==> src/rtl/vga_scene_pipeline.sv <==
// VGA scene renderer: pixel/line counters, tile addressing, Mario overlay,
// and a two-stage registered colour/sync pipeline.
module vga_scene_pipeline #(
    parameter int BDR           = 0,
    parameter int SKY           = 1,
    parameter int BLK           = 2,
    parameter int GND           = 3,
    parameter int MARIO_WIDTH   = 42,
    parameter int SCREEN_WIDTH  = 640,
    parameter int SCREEN_HEIGHT = 480,
    parameter int BLOCK_WIDTH   = 40,
    parameter int H_FP          = 16,
    parameter int H_SYNC        = 96,
    parameter int H_BP          = 48,
    parameter int V_FP          = 10,
    parameter int V_SYNC        = 2,
    parameter int V_BP          = 33
) (
    input  logic               vga_clock,
    input  logic               reset,
    input  logic signed [31:0] mario_x,
    input  logic signed [31:0] mario_y,
    output logic        [3:0]  tile_row,
    output logic        [4:0]  tile_col,
    input  logic        [1:0]  tile_type,
    output logic               hsync,
    output logic               vsync,
    output logic        [3:0]  vga_red,
    output logic        [3:0]  vga_green,
    output logic        [3:0]  vga_blue,
    output logic               frame_tick
);

    localparam logic [11:0] H_LAST = 12'(SCREEN_WIDTH + H_FP + H_SYNC + H_BP - 1);
    localparam logic [11:0] V_LAST = 12'(SCREEN_HEIGHT + V_FP + V_SYNC + V_BP - 1);
    localparam logic [11:0] H_VIS  = 12'(SCREEN_WIDTH);
    localparam logic [11:0] V_VIS  = 12'(SCREEN_HEIGHT);
    localparam logic [11:0] HS_BEG = 12'(SCREEN_WIDTH + H_FP);
    localparam logic [11:0] HS_END = 12'(SCREEN_WIDTH + H_FP + H_SYNC - 1);
    localparam logic [11:0] VS_BEG = 12'(SCREEN_HEIGHT + V_FP);
    localparam logic [11:0] VS_END = 12'(SCREEN_HEIGHT + V_FP + V_SYNC - 1);
    localparam logic [5:0]  SUB_LAST = 6'(BLOCK_WIDTH - 1);
    localparam logic signed [31:0] MW = 32'(MARIO_WIDTH);

    logic        run;
    logic [11:0] h_count, v_count, h_nxt, v_nxt;
    logic [5:0]  sub_h, sub_v, sub_h_nxt, sub_v_nxt;
    logic [4:0]  col_nxt;
    logic [3:0]  row_nxt;
    logic        line_end;
    logic signed [31:0] mx, my, hs, vs;
    logic        in_mario;
    logic        s1_blank, s1_mario, s1_hs, s1_vs;
    logic [11:0] rgb_nxt;

    // run holds the counters at 0 for the first edge after reset release
    assign line_end = run && (h_count == H_LAST);

    always_comb begin
        h_nxt     = h_count;
        v_nxt     = v_count;
        sub_h_nxt = sub_h;
        sub_v_nxt = sub_v;
        col_nxt   = tile_col;
        row_nxt   = tile_row;
        if (line_end) begin
            h_nxt = '0;
            v_nxt = (v_count == V_LAST) ? '0 : v_count + 12'd1;
        end else if (run) begin
            h_nxt = h_count + 12'd1;
        end
        if (h_nxt == '0) begin
            sub_h_nxt = '0;
            col_nxt   = '0;
        end else if (h_nxt < H_VIS) begin
            if (sub_h == SUB_LAST) begin
                sub_h_nxt = '0;
                col_nxt   = tile_col + 5'd1;
            end else begin
                sub_h_nxt = sub_h + 6'd1;
            end
        end
        if (v_nxt == '0) begin
            sub_v_nxt = '0;
            row_nxt   = '0;
        end else if (line_end && v_nxt < V_VIS) begin
            if (sub_v == SUB_LAST) begin
                sub_v_nxt = '0;
                row_nxt   = tile_row + 4'd1;
            end else begin
                sub_v_nxt = sub_v + 6'd1;
            end
        end
    end

    assign hs = $signed({20'd0, h_count});
    assign vs = $signed({20'd0, v_count});
    assign in_mario = (hs >= mx) && (hs < mx + MW) &&
                      (vs >= my) && (vs < my + MW);

    always_comb begin
        rgb_nxt = 12'h000;
        priority case (1'b1)
            s1_blank:                  rgb_nxt = 12'h000;
            s1_mario:                  rgb_nxt = 12'hF00;
            tile_type == 2'(SKY):      rgb_nxt = 12'h68F;
            tile_type == 2'(BLK):      rgb_nxt = 12'hA50;
            tile_type == 2'(GND):      rgb_nxt = 12'h530;
            default:                   rgb_nxt = 12'h000;
        endcase
    end

    always_ff @(posedge vga_clock or posedge reset) begin
        if (reset) begin
            run        <= 1'b0;
            h_count    <= '0;
            v_count    <= '0;
            sub_h      <= '0;
            sub_v      <= '0;
            tile_col   <= '0;
            tile_row   <= '0;
            mx         <= '0;
            my         <= '0;
            s1_blank   <= 1'b0;
            s1_mario   <= 1'b0;
            s1_hs      <= 1'b0;
            s1_vs      <= 1'b0;
            hsync      <= 1'b1;
            vsync      <= 1'b1;
            vga_red    <= '0;
            vga_green  <= '0;
            vga_blue   <= '0;
            frame_tick <= 1'b0;
        end else begin
            run        <= 1'b1;
            h_count    <= h_nxt;
            v_count    <= v_nxt;
            sub_h      <= sub_h_nxt;
            sub_v      <= sub_v_nxt;
            tile_col   <= col_nxt;
            tile_row   <= row_nxt;
            if (h_count == '0 && v_count == VS_BEG) begin
                mx <= mario_x;
                my <= mario_y;
            end
            s1_blank   <= (h_count >= H_VIS) || (v_count >= V_VIS);
            s1_mario   <= in_mario;
            s1_hs      <= (h_count >= HS_BEG) && (h_count <= HS_END);
            s1_vs      <= (v_count >= VS_BEG) && (v_count <= VS_END);
            hsync      <= ~s1_hs;
            vsync      <= ~s1_vs;
            {vga_red, vga_green, vga_blue} <= rgb_nxt;
            frame_tick <= (h_nxt == '0) && (v_nxt == V_VIS);
        end
    end

endmodule

==> config.mk <==
export PLATFORM = sky130hd
export DESIGN_NAME = vga_scene_pipeline
export DESIGN_NICKNAME = d
export VERILOG_FILES = /design/src/rtl/vga_scene_pipeline.sv
export SDC_FILE = /design/constraint.sdc
export NUM_CORES = 1
export LEC_CHECK = 0
export BUFFER_PORTS_ARGS = -buffer_cell sky130_fd_sc_hd__buf_4
export CAP_MARGIN = 40
export CORE_MARGIN = 4
export CORE_UTILIZATION = 64
export DETAILED_ROUTE_END_ITERATION = 8
export PLACE_DENSITY = 0.83
export SYNTH_ARGS = -nofsm -noshare
export SYNTH_HDL_FRONTEND = slang
export SYNTH_SLANG_ARGS = --single-unit
==> constraint.sdc <==
create_clock -name vga_clock -period 6.56 [get_ports vga_clock]
set_input_delay 1.312 -clock vga_clock [delete_from_list [all_inputs] [get_ports vga_clock]]
set_output_delay 1.312 -clock vga_clock [all_outputs]
set_load 0.03 [all_outputs]
==> metrics.md, run 1 <==
| Metric | Value |
|---|---|
| Internal power | about 1.6 mW |
| Switching portion of total power | between 20% and 30% |
| Largest clock skew in the final design | approximately 0.0069 ns |
| First-pass GRT wire length | ~32,000 microns |
| Number of global-route vias before repair | 6,704 |
| Antenna viol nets, final | 0 |
| Die boundary height | 120 microns |
| Pwr Density | approximately 220 mW/mm^2 |
| Setup total negative slack | 0 ns |
| Most common library cell in the layout ignoring fill and taps | sky130_fd_sc_hd__dfrtp_1 |
| Number of flops mapped to enable cells by yosys | 0 |
| RSZ-0062 raised after global routing | no |
| Period minus WS final | roughly 4 ns |
| CTS sink cnt | 125 |
| Crit Path Category | register to register |
| Final setup violation count | 0 |
| Detail-routed via count per cell | ~6.3 |
| Status | finished clean |
| Core area | between 0.01 and 0.015 sq mm |
| Clock root cell | sky130_fd_sc_hd__clkbuf_16 |
| Synth warnings | 0 |
| Cell count after placement | approximately 1,100 |
| Largest vdd supply drop | ~0.18 mV |
| Drc violations | 0 |
| Power dissipated by switching net loads | 0.555 mW |
| Relative contribution of combinational cells to total power | between 10% and 20% |
| Met1 GRT Util | 34.2% |
| Number of gates resized after cts | 0 |
| Top-level I/O count | 92 |
| CTS max path bufs | 2 |
| Die extent in x | 120 microns |
| Length of the first detailed-routing pass in iterations | 5 |
| Most instantiated flip-flop cell in the synthesis netlist | sky130_fd_sc_hd__dfrtp_1 |
| Detail-routed net length per standard cell | about 18 microns |
| Netlist area before placement | 0.00805 sq mm |
| Port Buffer Count | between 90 and 100 |
| Row count | 40 |
| Fraction of final layout cells with drive strength greater than 1 | around 20% |
| Worst path required time | about 7 ns |
| Final non-filler cell area | between 0.009 and 0.01 sq mm |
| Routed WL | 19,400 microns |
| Most frequent cells in the layout | sky130_fd_sc_hd__dfrtp_1 (123), sky130_fd_sc_hd__buf_4 (95), sky130_fd_sc_hd__ha_1 (60), sky130_fd_sc_hd__nor2_1 (59), sky130_fd_sc_hd__nand2_1 (57) |
| Starting density of the core | around two thirds |
| Layer with the highest usage | met2 |
| Clock-pin slew of the registers on the worst-case setup and hold paths | 0.05 ns |
| Proportion of synthesized chip area in sequential cells | around two fifths |
| Path type of the worst min-delay path | register to register |
| Largest net degree at the start of global routing | 89 |
| Final worst-path cycle share | about three fifths |
| Max-capacitance violation count | 0 |
| Fmax achieved | 253 MHz |
| Max Transition Viols Final | 0 |
| Count of state elements after synthesis | roughly 130 |
| Final Hold Violating Endpoints | 0 |
| Placement-stage worst setup slack | 2.65 ns |
| Clk_lat worst skew | slightly above 0.4 ns |
| Netlist cell types | between 70 and 80 |
| Net count after synthesis | 967 |
| Met3 Use GR | approximately 6.6% |
| Hold buffer count at CTS | 0 |
| Total half-perimeter wirelength after legalization and detailed placement | 13,700 microns |
| CTS H-tree depth | 4 |
| Overall overflow remaining after global route | 0 |
| Clock network fraction of total power | a little over two fifths |
| Least setup slack across all paths after layout | between 2 and 3 ns |
| Headroom to the max-slew limit | about two fifths |
| Sequential fraction of design power | a little over two fifths |
| Post-CTS Setup Repair Bufs | 0 |
| Proportion of synthesized flip-flops having asynchronous set or reset | 100% |
| Worst Setup Start Kind | register |
| Synthesized area per cell | 9.60 sq um |
| Routed vias | about 6,900 |
| Slew of the pin with the lowest slew margin | between 0.8 and 0.9 ns |
| Total number of nets in the final design | about 1,000 |
| Drt first-iter violations | just over 500 |
| Met2 layer usage reported by global route | 47.2% |
| Instance area after placement | a little under 0.009 sq mm |
| Crit Path Max Fanout | 23 |
| Syn-to-layout area delta | 16.8% |
| Clock tree from TritonCTS | done |
| Static leakage | between 4 and 5 nW |
| Endpoint type of the worst setup path | register |
| Final antenna diode count | 0 |
| Die Area | approximately 0.014 sq mm |
| GRT Resource Usage Total | between 20 and 30% |
| Antenna violations before repair | 0 |
| Last weighted congestion value of the routability-driven placer | between 0.9 and 1 |
| Signal arrival time at the worst endpoint | ~4.3 ns |
| Number of buffers created by CTS | 17 |
| Cells after Synth | 839 |
| Final Non-Filler Cells | approximately 1,100 |
-- sequential cells by signal, summed over array words and instances, names as in the netlist --
| signal | cells |
|---|---|
| mx | 32 |
| my | 32 |
| h_count | 12 |
| v_count | 12 |
| sub_h | 6 |
| sub_v | 6 |
| tile_col | 5 |
| tile_row | 4 |
| vga_red | 4 |
| vga_green | 3 |
| frame_tick | 1 |
| hsync | 1 |
| run | 1 |
| s1_blank | 1 |
| s1_hs | 1 |
| s1_mario | 1 |
| s1_vs | 1 |
| vga_blue | 1 |
| vsync | 1 |
-- cells by family after synthesis --
group	Yosys count	share of synthesized area (%)
AO/OA/AOI/OAI	169	14.0
adder cells (fa/ha/maj)	60	9.33
other	1	0.0466
flip-flops	125	38.9
multiplexers	52	7.12
buffers and inverters	82	4.43
AND/OR/NAND/NOR	301	20.9
XOR/XNOR	49	5.33
-- worst paths after layout --
check | start | endpoint | slack [ns] | depth (start not counted)
worst max-delay path | h_count[8] | sub_h[5] | 2.60 | 7
worst min-delay path | s1_hs | hsync | 0.35 | 1
worst max register to register | h_count[8] | sub_h[5] | 2.60 | 7
worst min register to register | s1_hs | hsync | 0.35 | 1
max in group asynchronous | reset | hsync | 4.52 | 4
min in group asynchronous | reset | my[25] | 1.02 | 2
-- power groups by stage --
stage          Clock, mW  Combinational (mW)  Sequential (mW)
3_5_place_dp           0               0.305            0.903
2_1_floorplan          0               0.240            0.869
3_3_place_gp           0               0.278            0.896
6_report           0.908               0.308            0.891
5_1_grt            0.961               0.344            0.900
4_1_cts            0.922               0.309            0.890
-- final cells by class --
| cell class | instances | area, sq um |
|---|---|---|
| Timing Repair Buffer | 96 | 741 |
| Sequential cell | 125 | 3130 |
| Clock inverter | 8 | 90.1 |
| Clock buffer | 22 | 484 |
| Multi-Input combinational cell | 632 | 4570 |
| Fill cell | 838 | 2760 |
| Tap cell | 168 | 210 |
| Inverter | 46 | 175 |
-- Yosys cell counts (20+ instances only) --
master	n	area share, %
sky130_fd_sc_hd__clkbuf_1	20	0.93
sky130_fd_sc_hd__dfrtp_1	123	38
sky130_fd_sc_hd__o21ai_0	48	3.0
sky130_fd_sc_hd__nand2_1	57	2.7
sky130_fd_sc_hd__xnor2_1	31	3.4
sky130_fd_sc_hd__nor2_1	59	2.8
sky130_fd_sc_hd__nand4_1	31	2.4
sky130_fd_sc_hd__nor3_1	26	1.6
sky130_fd_sc_hd__nand3_1	29	1.8
sky130_fd_sc_hd__mux2_2	42	5.9
sky130_fd_sc_hd__a21oi_1	25	1.6
sky130_fd_sc_hd__ha_1	60	9.3
sky130_fd_sc_hd__inv_1	46	2.1
-- stage by stage --
step | utilization, % | hold WS (ns) | power, mW
finish | 77.3 | 0.349 | 2.11
global route | 77.3 | 0.371 | 2.20
CTS | 77.3 | 0.354 | 2.12
detailed placement | 72.6 | 0.348 | 1.21
global placement | 72.3 | 0.349 | 1.17
floorplan | - | 0.337 | 1.11
-- per-layer routing --
layer / vias to the layer above / part of all wire (%) / wire, microns
li1: 3252 / - / -
met1: 3333 / 41 / 7950
met2: 246 / 51 / 9920
met3: 43 / 5.5 / 1070
met4: 0 / 2.2 / 430
met5: - / 0 / 0
-- critical path, stage by stage, from the launching register on --
cell,delay [ns]
sky130_fd_sc_hd__dfrtp_1,0.59
sky130_fd_sc_hd__nor4bb_1,0.42
sky130_fd_sc_hd__nand4_1,0.75
sky130_fd_sc_hd__and3_1,0.49
sky130_fd_sc_hd__or4_4,0.43
sky130_fd_sc_hd__nor4b_4,0.63
sky130_fd_sc_hd__nor2_1,0.15
sky130_fd_sc_hd__a221o_1,0.36
(Power assumes the default switching activity.)
==> inputs of run 2 (changes only) <==
CORE_UTILIZATION = 60   (was 64)
PLACE_DENSITY = 0.79   (was 0.83)
clock period = 3.7 ns   (was 6.56 ns; I/O delays follow)
==> metrics.md, run 2 (synthesized netlist as in run 1, its figures left out) <==
| Metric | Value |
|---|---|
| Static leakage | between 4 and 5 nW |
| CTS sink cnt | between 100 and 150 |
| Worst Setup Start Kind | register |
| Final antenna diode count | 0 |
| Final Hold Violating Endpoints | 0 |
| Hold_ws | around 0.35 ns |
| Fraction of final layout cells with drive strength greater than 1 | between 20 and 25% |
| RSZ-0062 raised after global routing | no |
| GRT Resource Usage Total | ~27% |
| Status | finished clean |
| Signal arrival time at the worst endpoint | 3.70 ns |
| Clock network fraction of total power | approximately 44% |
| Pwr Density | roughly 400 mW/mm^2 |
| Peak per-stage delay on the critical path | approximately 0.56 ns |
| Total half-perimeter wirelength after legalization and detailed placement | 13,700 microns |
| Row count | 42 |
| Die boundary height | around 120 microns |
| Sequential fraction of design power | roughly two fifths |
| Antenna violations before repair | 0 |
| Max Transition Viols Final | 0 |
| Final setup violation count | 0 |
| Crit Path Max Fanout | 10 |
| Starting density of the core | approximately three fifths |
| Max-capacitance violation count | 0 |
| Largest net degree at the start of global routing | about 130 |
| Last weighted congestion value of the routability-driven placer | 0.953 |
| Headroom to the max-slew limit | 41.2% |
| CTS H-tree depth | 4 |
| Most common library cell in the layout ignoring fill and taps | sky130_fd_sc_hd__dfrtp_1 |
| Overall overflow remaining after global route | 0 |
| Power dissipated by switching net loads | between 1 and 1.5 mW |
| Clock tree from TritonCTS | done |
| Worst-path cell chain | nor4bb_1, nand4_1, and3_1, or4_4, nor4b_4, nor2_1, a221o_1 |
| Max stage delay cell, worst path | sky130_fd_sc_hd__dfrtp_1 |
| Cell type group with the largest total delay on the critical path | simple AND/OR/NAND/NOR gates |
| Drt first-iter violations | ~670 |
| Fmax achieved | a little under 300 MHz |
| Final Non-Filler Cells | 1,109 |
| Drc violations | 0 |
| Clock root cell | sky130_fd_sc_hd__clkbuf_16 |
| Clock-pin slew of the registers on the worst-case setup and hold paths | roughly 0.06 ns |
| Top-level I/O count | between 90 and 100 |
| Cell count after placement | around 1,100 |
| Largest clock skew in the final design | between 0.007 and 0.008 ns |
| Length of the first detailed-routing pass in iterations | 5 |
| Biggest registers after layout | mx x32, my x32 |
| Clk_lat worst skew | 0.42 ns |
| Routed vias | 6,915 |
| Worst path required time | ~4.0 ns |
| Setup total negative slack | 0 ns |
| CTS max path bufs | 2 |
| Number of buffers created by CTS | 17 |
| Die Area | approximately 0.015 sq mm |
| Count of buffer and inverter cells on the critical path | 0 |
| Routed WL | ~20,000 microns |
| Slew of the pin with the lowest slew margin | about 0.88 ns |
| Largest vdd supply drop | 0.334 mV |
| Syn-to-layout area delta | 17.4% |
| First-pass GRT wire length | around 33,000 microns |
| Switching portion of total power | around a quarter |
| Period minus WS final | about 3.4 ns |
| Endpoint type of the worst setup path | register |
| Number of global-route vias before repair | between 6,000 and 7,000 |
| Total design power | 3.79 mW |
| Antenna viol nets, final | 0 |
| Path type of the worst min-delay path | register to register |
| Crit Path Category | register to register |
| Detail-routed via count per cell | just over 6 |
| Port Buffer Count | 91 |
| Post-layout util | a little under three quarters |
| Detail-routed net length per standard cell | about 18 microns |
| Internal power | around 2.8 mW |
| Core area | 0.0132 sq mm |
| Relative contribution of combinational cells to total power | 14.2% |
| Die extent in x | 124 microns |
| Most frequent cells in the layout | sky130_fd_sc_hd__dfrtp_1 (123), sky130_fd_sc_hd__buf_4 (96), sky130_fd_sc_hd__ha_1 (60), sky130_fd_sc_hd__nor2_1 (59), sky130_fd_sc_hd__nand2_1 (57) |
| Worst R2R Setup Slack | roughly 0.30 ns |
| Total number of nets in the final design | ~1,000 |
| Final worst-path cycle share | about nine tenths |
## run 2: what timing repair did
action | 4_1_cts | 5_1_grt
endpoints found under the setup margin | 0 | 1
resized for setup | 0 | 1
hold buffers | 0 | 0
setup buffers | 0 | 0
## run 2: worst reg2reg max path, cell delays in order, from the launching register on
cell and delay (ns):
sky130_fd_sc_hd__dfrtp_1 0.56, sky130_fd_sc_hd__nor4bb_1 0.41, sky130_fd_sc_hd__nand4_1 0.49, sky130_fd_sc_hd__and3_1 0.38, sky130_fd_sc_hd__or4_4 0.44, sky130_fd_sc_hd__nor4b_4 0.50
sky130_fd_sc_hd__nor2_1 0.15, sky130_fd_sc_hd__a221o_1 0.34
## run 2: layout make-up
type	count	area [sq um]
flip-flops and latches	125	3130
fillers	948	3740
well taps	176	220
inverters	46	176
clock inverters	8	115
clock buffers	23	468
multi-input cells	632	4570
repair buffers	99	773
## run 2: final timing paths
kind                       startpoint            to  cells past startpoint
max in group asynchronous       reset    h_count[1]                      3
max                        h_count[9]      sub_h[5]                      7
min                             s1_vs         vsync                      1
max reg2reg                h_count[9]      sub_h[5]                      7
min in group asynchronous       reset  vga_green[1]                      3
min reg2reg                     s1_vs         vsync                      1
## run 2: power by group through the flow
stage                     Clock, mW  Combinational, mW  Sequential [mW]
final                          1.67              0.538             1.59
after detailed placement          0              0.532             1.60
after floorplan                   0              0.427             1.54
after global routing           1.76              0.605             1.60
after CTS                      1.69              0.540             1.58
after global placement            0              0.503             1.59
## run 2: routing by layer
metal,up-vias,global-route usage (%),wire [microns]
li1,3247,-,-
met1,3366,34.6,8160
met2,251,44.9,9950
met3,51,6.04,1110
met4,0,8.86,420
met5,-,0,0
## run 2: metrics by stage
stage | setup slack, ns | instance area, sq um
floorplan | 0.846 | 8050
global placement | 0.562 | 8860
detailed placement | 0.408 | 8860
CTS | 0.368 | 9440
global route | 0.0970 | 9450
finish | 0.301 | 9450
